--- src/rtl/uart_rx_fifo.sv ---
// Receive-byte FIFO between a UART receiver and a bus reader, with sticky overflow and idle timeout.
// Latency: a push is visible at rd_data (first-word fall-through) one cycle after rx_done; a pop advances it next cycle.
// Backpressure: none toward the receiver; a push into a full FIFO without a same-cycle pop is dropped and flagged.
module uart_rx_fifo #(
  parameter int DEPTH         = 16,
  parameter int TIMEOUT_TICKS = 640
) (
  input  logic                     clk,
  input  logic                     rst,
  input  logic                     tick,
  input  logic                     rx_done,
  input  logic [7:0]               rx_data,
  input  logic                     rd_en,
  input  logic                     ovf_clr,
  output logic [7:0]               rd_data,
  output logic                     empty,
  output logic                     full,
  output logic [$clog2(DEPTH):0]   count,
  output logic                     overflow,
  output logic                     timeout
);

  localparam int AW = $clog2(DEPTH);
  localparam int CW = AW + 1;
  localparam int IW = $clog2(TIMEOUT_TICKS + 1);
  localparam logic [CW-1:0] DEPTH_C  = CW'(DEPTH);
  localparam logic [IW-1:0] IDLE_MAX = IW'(TIMEOUT_TICKS);

  logic [7:0]    mem [DEPTH];

  logic [AW-1:0] wr_ptr_q, wr_ptr_d;
  logic [AW-1:0] rd_ptr_q, rd_ptr_d;
  logic [CW-1:0] count_q, count_d;
  logic          empty_q, empty_d;
  logic          full_q, full_d;
  logic          overflow_q, overflow_d;
  logic [IW-1:0] idle_q, idle_d;
  logic          timeout_q, timeout_d;

  logic          push_ok;
  logic          pop_ok;
  logic          drop;

  // Accept/drop decisions and next-state for pointers, occupancy, flags and idle timer.
  always_comb begin
    // A pop is only real when data is present; a push into a full FIFO
    // survives only if a pop frees the slot in the same cycle.
    pop_ok     = rd_en && !empty_q;
    push_ok    = rx_done && (!full_q || pop_ok);
    drop       = rx_done && full_q && !pop_ok;

    wr_ptr_d   = wr_ptr_q;
    rd_ptr_d   = rd_ptr_q;
    count_d    = count_q;
    overflow_d = overflow_q;
    idle_d     = idle_q;
    timeout_d  = 1'b0;

    if (push_ok) begin
      wr_ptr_d = wr_ptr_q + 1'b1;
    end
    if (pop_ok) begin
      rd_ptr_d = rd_ptr_q + 1'b1;
    end

    case ({push_ok, pop_ok})
      2'b10:   count_d = count_q + 1'b1;
      2'b01:   count_d = count_q - 1'b1;
      default: count_d = count_q;
    endcase

    empty_d = (count_d == '0);
    full_d  = (count_d == DEPTH_C);

    // A drop in the same cycle as a clear keeps the flag set so the loss is not hidden.
    if (drop) begin
      overflow_d = 1'b1;
    end else if (ovf_clr) begin
      overflow_d = 1'b0;
    end

    // Dropped pushes are not activity: the reader still has stale data waiting.
    if (push_ok || pop_ok || empty_q) begin
      idle_d = '0;
    end else if (tick && (idle_q != IDLE_MAX)) begin
      idle_d = idle_q + 1'b1;
    end

    timeout_d = (idle_q == IDLE_MAX) && !empty_q && !push_ok && !pop_ok;
  end

  // State registers; storage is left out of reset because the pointers define validity.
  always_ff @(posedge clk) begin
    if (rst) begin
      wr_ptr_q   <= '0;
      rd_ptr_q   <= '0;
      count_q    <= '0;
      empty_q    <= 1'b1;
      full_q     <= 1'b0;
      overflow_q <= 1'b0;
      idle_q     <= '0;
      timeout_q  <= 1'b0;
    end else begin
      wr_ptr_q   <= wr_ptr_d;
      rd_ptr_q   <= rd_ptr_d;
      count_q    <= count_d;
      empty_q    <= empty_d;
      full_q     <= full_d;
      overflow_q <= overflow_d;
      idle_q     <= idle_d;
      timeout_q  <= timeout_d;
    end
  end

  // Byte storage write port.
  always_ff @(posedge clk) begin
    if (push_ok && !rst) begin
      mem[wr_ptr_q] <= rx_data;
    end
  end

  // Head entry is forced to zero while empty so stale bytes never leak to the bus.
  always_comb begin
    rd_data = 8'h00;
    if (!empty_q) begin
      rd_data = mem[rd_ptr_q];
    end
  end

  assign empty    = empty_q;
  assign full     = full_q;
  assign count    = count_q;
  assign overflow = overflow_q;
  assign timeout  = timeout_q;

endmodule
--- config.mk ---
export PLATFORM = sky130hd
export DESIGN_NAME = uart_rx_fifo
export DESIGN_NICKNAME = d
export VERILOG_FILES = /design/src/rtl/uart_rx_fifo.sv
export SDC_FILE = /design/constraint.sdc
export NUM_CORES = 1
export LEC_CHECK = 0
export ABC_AREA = 1
export CAP_MARGIN = 20
export CORE_UTILIZATION = 54
export DETAILED_ROUTE_END_ITERATION = 16
export PLACE_DENSITY = 0.82
export SLEW_MARGIN = 25
export SYNTH_ARGS = -nofsm -noshare
export SYNTH_HDL_FRONTEND = slang
export SYNTH_SLANG_ARGS = --single-unit
--- constraint.sdc ---
create_clock -name clk -period 2.1 [get_ports clk]
set_input_delay 0.21 -clock clk [delete_from_list [all_inputs] [get_ports clk]]
set_output_delay 0.21 -clock clk [all_outputs]
set_load 0.01 [all_outputs]
## Yosys cells after proc, flatten, opt, wreduce, memory -nomap -nowiden

Memory sizes are Yosys's and may differ from the RTL's. A register that Yosys moved wholly into a read port is not among the register bits.
Index checks and enable logic that the tools add are counted.

| cells by class | value |
|---|---|
| add/subtract/negate cells | 5 |
| equal/unequal tests | 5 |
| muxes and demuxes | 8 |
| reductions and logical operators | 20 |

Operators by type and width:

| kind | count |
|---|---|
| $add 10x1->10 const B | 1 |
| $eq 10x10->1 const B | 1 |
| $ne 10x10->1 const B | 1 |
| $pmux 5 s2 | 1 |
| $logic_and 1x1->1 | 9 |
| $add 4x1->4 const B | 2 |
| $mux 4 | 2 |
| $mux 8 | 1 |
| $add 5x1->5 const B | 1 |
| $eq 5x5->1 const B | 1 |
| $logic_not 1->1 | 5 |
| $logic_not 5->1 | 1 |
| $sub 5x1->5 const B | 1 |
| $mux 1 | 4 |
| $logic_or 1x1->1 | 3 |
| $eq 2x1->1 const B | 1 |
| $eq 2x2->1 const B | 1 |
| $reduce_bool 2->1 | 1 |
| $reduce_or 2->1 | 1 |

| word-level totals | value |
|---|---|
| register bits | 27 |
| memory bits (writable) | 128 |
| input bits | 14 |
| logic and storage cells | 47 |
| memories kept | 1 |

Memory list:

| memory | words | bits a word | read ports | clocked after memory_dff | wr ports | line | RTL |
|---|---|---|---|---|---|---|---|
| mem | 16 | 8 | 1 | 1 | 1 | 29 | `logic [7:0] mem [DEPTH];` |

## Depth between registers and ports, before layout

Gate-level depths: netlist of the first run.

| logic depth | value |
|---|---|
| depth in word-level cells | 7 |
| mapped depth | 19 |
| gate-level depth less buffers | 18 |

## Worst setup path before layout of the first run

No wires, ideal clock.

| path | value |
|---|---|
| kind | reg-to-reg |
| start point | register empty_q, in the netlist empty |
| end point | register empty_q, in the netlist empty |
| library setup time | 0.070 ns |
| data arrival time | 2.059 ns |
| data required time | 2.030 ns |
| setup slack | -0.029 ns |
| stages on the path, launching flop included | 16 |
| clock period less this slack | 2.129 ns |
| cell sequence | dfxtp_1 -> buf_4 -> inv_2 -> nand2_4 -> nand2_2 -> nand2_2 -> ha_1 -> nand2_1 -> inv_1 -> nor2_1 -> ha_1 -> o21ai_0 -> nand2_1 -> nor2_1 -> nand3_1 -> o21bai_1 |

| on the way | value |
|---|---|
| word-level cells in the longest chain between the ends | 7 |
| elaborated cells on any way between the ends | 8 |

Ends and longest elaborated chain:

| element | line | RTL |
|---|---|---|
| start, declared | 34 | `logic empty_q, empty_d;` |
| start signal, assigned | 107 | `empty_q <= empty_d;` |
| $logic_not 1->1 * | - |  |
| $logic_and 1x1->1 * | 48 | `pop_ok = rd_en && !empty_q;` |
| $logic_or 1x1->1 | 49 | `push_ok = rx_done && (!full_q \|\| pop_ok);` |
| $logic_and 1x1->1 | 49 |  |
| $eq 2x1->1 or $eq 2x2->1 (tied branches) | 66 | `case ({push_ok, pop_ok})` |
| $pmux 5 s2 * | 66 |  |
| $logic_not 5->1 * | 72 | `empty_d = (count_d == '0);` |

Every way passes the cells marked *; elsewhere a longest branch is shown, timed or not.
A chain may end at the register's enable or synchronous reset.

==> reports/results.ini, run 1 <==
[critical_path]
cp.required_ps=1890
critPathLaunchType=flip-flop
crit_fanout=5
arrival_ps=1990
setup.worst_path.class=flip-flop to output pin
end_kind=output pin

[finish]
final_layout_size_suffix_gt1_frac=0.217
syn2layout_area_growth_pct=25.3
nFillCells=819
utilization=0.700
seq_area_um2=4470
final_cell_area_um2=8480
antennaDiodeCount=0
final_nets=724
instances_no_fill=878
multi_input_area_um2=2110

[timing]
min_period_ps=2200
skew_ps=14.1
rsz0062_at_grt=true
relSlewSlack=0.560
period_share=1.05
hold_ws_ps=426
setup_ws_ps=-96.3
worst_pin_slew_ps=658
fmax_ghz=0.455
slew_viol_final=0
hold_viol=0
setup_viol=7

[global_route]
track_usage=0.278
grt_max_degree=24
grt_first_pass_wirelength_mm=26.3
grt_pass1_vias=5035
globalRouteOverflowTotal=0
antenna_found_initial=0

[detailed_routing]
wl_met2_mm=8.83
drc=0
top_layer=met4
m1WireLength_mm=6.42
wire_per_inst_um=20.0
postRouteAntennaNets=0
vias=5142
wirelength_mm=17.5
dr.pass1.iters=5
viasPerCell=5.86
detailroute.wirelength.met3_mm=1.47
initialDrtViolationCount=554

[floorplanning]
die_h_um=114
dieArea_um2=13000
rows=40
core_area_um2=12100
ios=31
floorplan.initialDensity=0.559
die_width_um=114

[status]
violations=negative setup slack
status=finished with violations

[yosys]
netlist_area_um2=6770
synth_seq_cells=159
netlist_instances=611
ys_types=31
synthesis.nets=636
ys_top_cells_by_area=edfxtp_1 (57%), dfxtp_1 (9.2%), nor2_1 (6.5%), o21ai_0 (4.5%), nand2_1 (3.2%)
yosysWarnings=0
yosysSeqAreaShare=0.660
synth_area_leader_cell=edfxtp_1
netlist.area_leader.share=0.568
syn_avg_cell_area_um2=11.1

[clock_tree]
cts-buffers-inserted=17
htreeDepth=4
clock_path_buffers=2
tritoncts=built
clk_latency_ps=430
clk_pin_slew_ps=60
cts.sinks=159
clockRootBuffer=clkbuf_16

[power_and_ir_drop]
pwr_density_cell_nw_per_um2=959
irDropWorstVdd_v=0.000637
p_leak_uw=0.00301

[run]
cap_violations=0

[placed_design]
dp_hpwl_mm=10.3
io_buffers=30
place_congestion=0.908
dpl.cell_count=826
placed_cell_area_um2=7450

[min_path]
hold_class=input port to flip-flop

per-layer routing:
layer | vias up | track usage
met5 | - | 0
met4 | 0 | 0.139
met3 | 64 | 0.0611
met2 | 285 | 0.463
met1 | 2454 | 0.342
li1 | 2339 | -
timing repair:
item                       4_1_cts  5_1_grt
setup buffers                   10       13
gates resized for setup         88       46
cloned                           3        0
hold buffers                     0        0
pin swaps                       30       37
setup endpoints to repair        8       11
cell usage in the layout, fill, tap and decap left out, types with 5 or more instances in the layout:
cell type,instances
buf_4,41
o21ai_1,37
nor3_1,14
nand2_2,5
a21oi_2,5
inv_2,6
clkbuf_16,17
o21ai_0,38
buf_2,8
edfxtp_1,128
ha_1,10
o221ai_1,5
nor2_2,13
o21ai_2,7
o211ai_1,24
xor2_1,5
inv_1,33
a21oi_1,18
buf_12,6
buf_6,11
clkdlybuf4s50_1,22
nor2_1,102
dfxtp_1,28
nand2_1,56
buf_8,5
nand3_1,23
cell type report:
cell class,count,share of cell area
Clock buffer,18,0.0506
Clock inverter,12,0.0170
Inverter,41,0.0202
Multi-Input combinational cell,385,0.249
Sequential cell,159,0.527
Tap cell,168,0.0248
Timing Repair Buffer,95,0.111
Yosys cell counts:
library cell	number
a21oi_1	23
nand4_1	3
buf_6	9
nand3_1	24
nand2_2	4
nor2_2	2
xor2_1	5
inv_6	1
nand2_4	1
buf_2	7
o21bai_1	1
nor4_1	1
and3_1	1
nor2_1	117
edfxtp_1	128
inv_2	5
dfxtp_1	31
nor3_1	14
inv_1	34
xnor2_1	3
ha_1	11
o21ai_0	61
o211ai_1	24
buf_4	2
clkbuf_1	6
nor3b_2	1
o21ai_1	23
nand2_1	58
o221ai_1	8
buf_8	2
clkinv_1	1
final timing paths:
path | to | cells after the start | startpoint | slack (ps)
worst max-delay path | rd_data[7] | 9 | flip-flop | -100
worst min register to register | overflow | 2 | overflow | 480
worst max register to register | empty | 17 | empty | 140
worst min-delay path | timeout | 2 | rd_en | 430
through the flow:
step	total power [uW]	setup slack, ps	TNS, ps
after CTS	7950	-16.8	-36.2
after global placement	4740	-110	-522
after detailed placement	4790	-243	-1980
after global routing	8400	-197	-913
final	8140	-96.3	-240
after floorplan	4330	17.9	0
power breakdown:
| group | internal [uW] | switching (uW) |
|---|---|---|
| Combinational | 686 | 871 |
| Clock | 1840 | 1190 |
| Sequential | 3470 | 72.2 |
flip-flops by register name (all words and copies together), names as in the netlist, named ones only:
| signal | cells |
|---|---|
| wr_ptr_q | 4 |
| rd_ptr_q | 4 |
| mem | 128 |
| overflow | 1 |
| idle_q | 10 |
| count | 5 |
| timeout | 1 |
| empty | 1 |
| full | 1 |
logic make-up (layout without fill, tap and decap cells):
group           Yosys count  count (layout)  synth area share
simple gates            226             226             0.139
flops                   159             159             0.660
compound gates          140             140             0.117
buf+inv                  67             166            0.0536
fa+ha+maj                11              11            0.0203
xor+xnor                  8               8            0.0104
worst max-delay path, stage by stage, from the launching register on:
cell      delay (ps)
dfxtp_4          380
buf_12           140
buf_4            150
nor2_1            50
nor2_1            90
o21ai_1           70
o21ai_1          170
o211ai_1         170
a21oi_2          200
buf_2            150
No activity file was read; power rests on OpenSTA's default activity.
==> inputs of run 2 (changes only) <==
--- a/config.mk
+++ b/config.mk
@@ -6,7 +6,8 @@
 export NUM_CORES = 1
 export LEC_CHECK = 0
 export ABC_AREA = 1
-export CAP_MARGIN = 20
+export CAP_MARGIN = 0
+export CORE_MARGIN = 2
 export CORE_UTILIZATION = 54
 export DETAILED_ROUTE_END_ITERATION = 16
 export PLACE_DENSITY = 0.82
==> run 2 against run 1 <==
Compared with the run above: the run still ends with negative setup slack left; clock skew fell by 7.3 ps; hold slack improved by 4.6 ps; clock power increased by 4%; global-route usage shrank 2.8 points; largest power group unchanged.
==> reports/results.ini, run 2 (synthesis results as in run 1) <==
[global_route]
track_usage=0.250
grt_first_pass_wirelength_mm=24.5
grt_pass1_vias=4848
globalRouteOverflowTotal=0
antenna_found_initial=0
grt_max_degree=24

[clock_tree]
clock_path_buffers=2
cts_hold_buf=0
clk_latency_ps=410
clockRootBuffer=clkbuf_16
htreeDepth=4
cts-buffers-inserted=17
clk_pin_slew_ps=60
tritoncts=built
cts.sinks=159

[timing]
min_period_ps=2180
skew_ps=6.73
hold_viol=0
setup_viol=5
relSlewSlack=0.552
fmax_ghz=0.460
setup_ws_ps=-76.3
rsz0062_at_grt=true
period_share=1.04
worst_pin_slew_ps=670
slew_viol_final=0

[finish]
largest-register=mem
final_cell_area_um2=8340
antennaDiodeCount=0
largest_reg_flops=128
final_cell_mix=edfxtp_1 (128), nor2_1 (109), nand2_1 (57), o21ai_0 (48), buf_4 (43)
final_layout_size_suffix_gt1_frac=0.197
utilization=0.689
nFillCells=847
syn2layout_area_growth_pct=23.3
mostFrequentLayoutCell=edfxtp_1
final_nets=719

[critical_path]
critPathLaunchType=flip-flop
path_cells=buf_12 -> buf_12 -> buf_4 -> o21ai_0 -> o211ai_1 -> o211ai_1 -> a21oi_2 -> buf_2
cp.required_ps=1890
crit_fanout=8
slowest_stage=dfxtp_4
r2r_start=empty
cp_slowest_stage_delay_ps=460
end_kind=output pin
reg2reg_to=empty
cp_num_buf_inv=4
r2r_slack_ps=160
r2r_cells=18
cp_top_family=compound AO/OA/AOI/OAI gates
setup.worst_path.class=flip-flop to output pin
arrival_ps=1970

[detailed_routing]
wire_per_inst_um=18.8
drc=0
postRouteAntennaNets=0
initialDrtViolationCount=590
wirelength_mm=16.4
vias=5038
viasPerCell=5.76
dr.pass1.iters=5

[min_path]
hold_class=input port to flip-flop
worstHoldStart=ovf_clr
hold_depth=4
min_to=overflow

[power_and_ir_drop]
swShare=0.263
pwr_density_cell_nw_per_um2=969
power.clock.fraction=0.390
power_uw=8080
irDropWorstVdd_v=0.000700
p_leak_uw=0.00296
power_switching_uw=2120
p_comb_frac=0.170
intPower_uw=5960
power_frac_seq=0.439

[floorplanning]
core_area_um2=12100
die_h_um=116
floorplan.initialDensity=0.559
dieArea_um2=13400
die_width_um=116
ios=31
rows=40

[placed_design]
io_buffers=30
place_congestion=0.902
placed_cell_area_um2=7490
dp_hpwl_mm=9.88

[run]
cap_violations=0

[status]
violations=negative setup slack
status=finished with violations

==> run 2: changes by cell type in the layout (fill, tap and decap cells not counted), sizes merged <==
cell    change
inv         +4
buf         -5
clkinv      -3
==> run 2: tightest hold or removal path: cells and delay by family <==
family	cells	cell delay, ps
compound gates	1	60
buf+inv	2	480
simple gates	1	40
==> run 2: worst max-delay path by stage <==
| stage | cells past startpoint | slack [ps] | endpoint | start |
|---|---|---|---|---|
| after floorplan | 19 | 20 | empty | empty |
| after global placement | 17 | -110 | empty | rd_en |
| after detailed placement | 18 | -230 | full | rd_en |
| after CTS | 9 | -40 | rd_data[1] | flip-flop |
| after global routing | 9 | -160 | rd_data[1] | flip-flop |
| final | 8 | -80 | rd_data[7] | flip-flop |
==> run 2: what timing repair did <==
action,4_1_cts,5_1_grt
endpoints found under the setup margin,8,11
setup buffers,4,8
gates resized for setup,59,32
gates cloned,1,1
pin swaps,14,24
==> run 2: power by group through the flow <==
| stage | combinational, uW | clock (uW) | sequential (uW) |
|---|---|---|---|
| 3_3_place_gp | 1160 | 0 | 3600 |
| 4_1_cts | 1280 | 3190 | 3550 |
| 2_1_floorplan | 741 | 0 | 3590 |
| 6_report | 1370 | 3160 | 3550 |
| 3_5_place_dp | 1200 | 0 | 3600 |
| 5_1_grt | 1500 | 3320 | 3560 |
==> run 2: cell type report <==
type | count | area, um2 | area share
Inverter | 41 | 163 | 0.0195
Timing Repair Buffer | 90 | 846 | 0.101
Multi-Input combinational cell | 385 | 2040 | 0.245
Clock inverter | 13 | 180 | 0.0216
Sequential cell | 159 | 4470 | 0.536
Tap cell | 168 | 210 | 0.0252
Clock buffer | 18 | 429 | 0.0514
==> run 2: through the flow <==
| step | hold slack, ps | setup TNS (ps) | setup slack, ps | cells |
|---|---|---|---|---|
| after global placement | 456 | -438 | -107 | 830 |
| after global routing | 463 | -943 | -158 | 874 |
| after detailed placement | 474 | -1480 | -234 | 830 |
| after CTS | 419 | -108 | -41.3 | 866 |
| final | 430 | -199 | -76.3 | 874 |
| after floorplan | 280 | 0 | 17.9 | 611 |
==> run 2: per-layer routing <==
metal | vias to the layer above | routed length [um] | global-route usage
met5 | - | 0 | 0
met4 | 0 | 788 | 0.139
met3 | 65 | 1490 | 0.0570
met2 | 272 | 8210 | 0.431
met1 | 2372 | 5920 | 0.289
li1 | 2329 | - | -
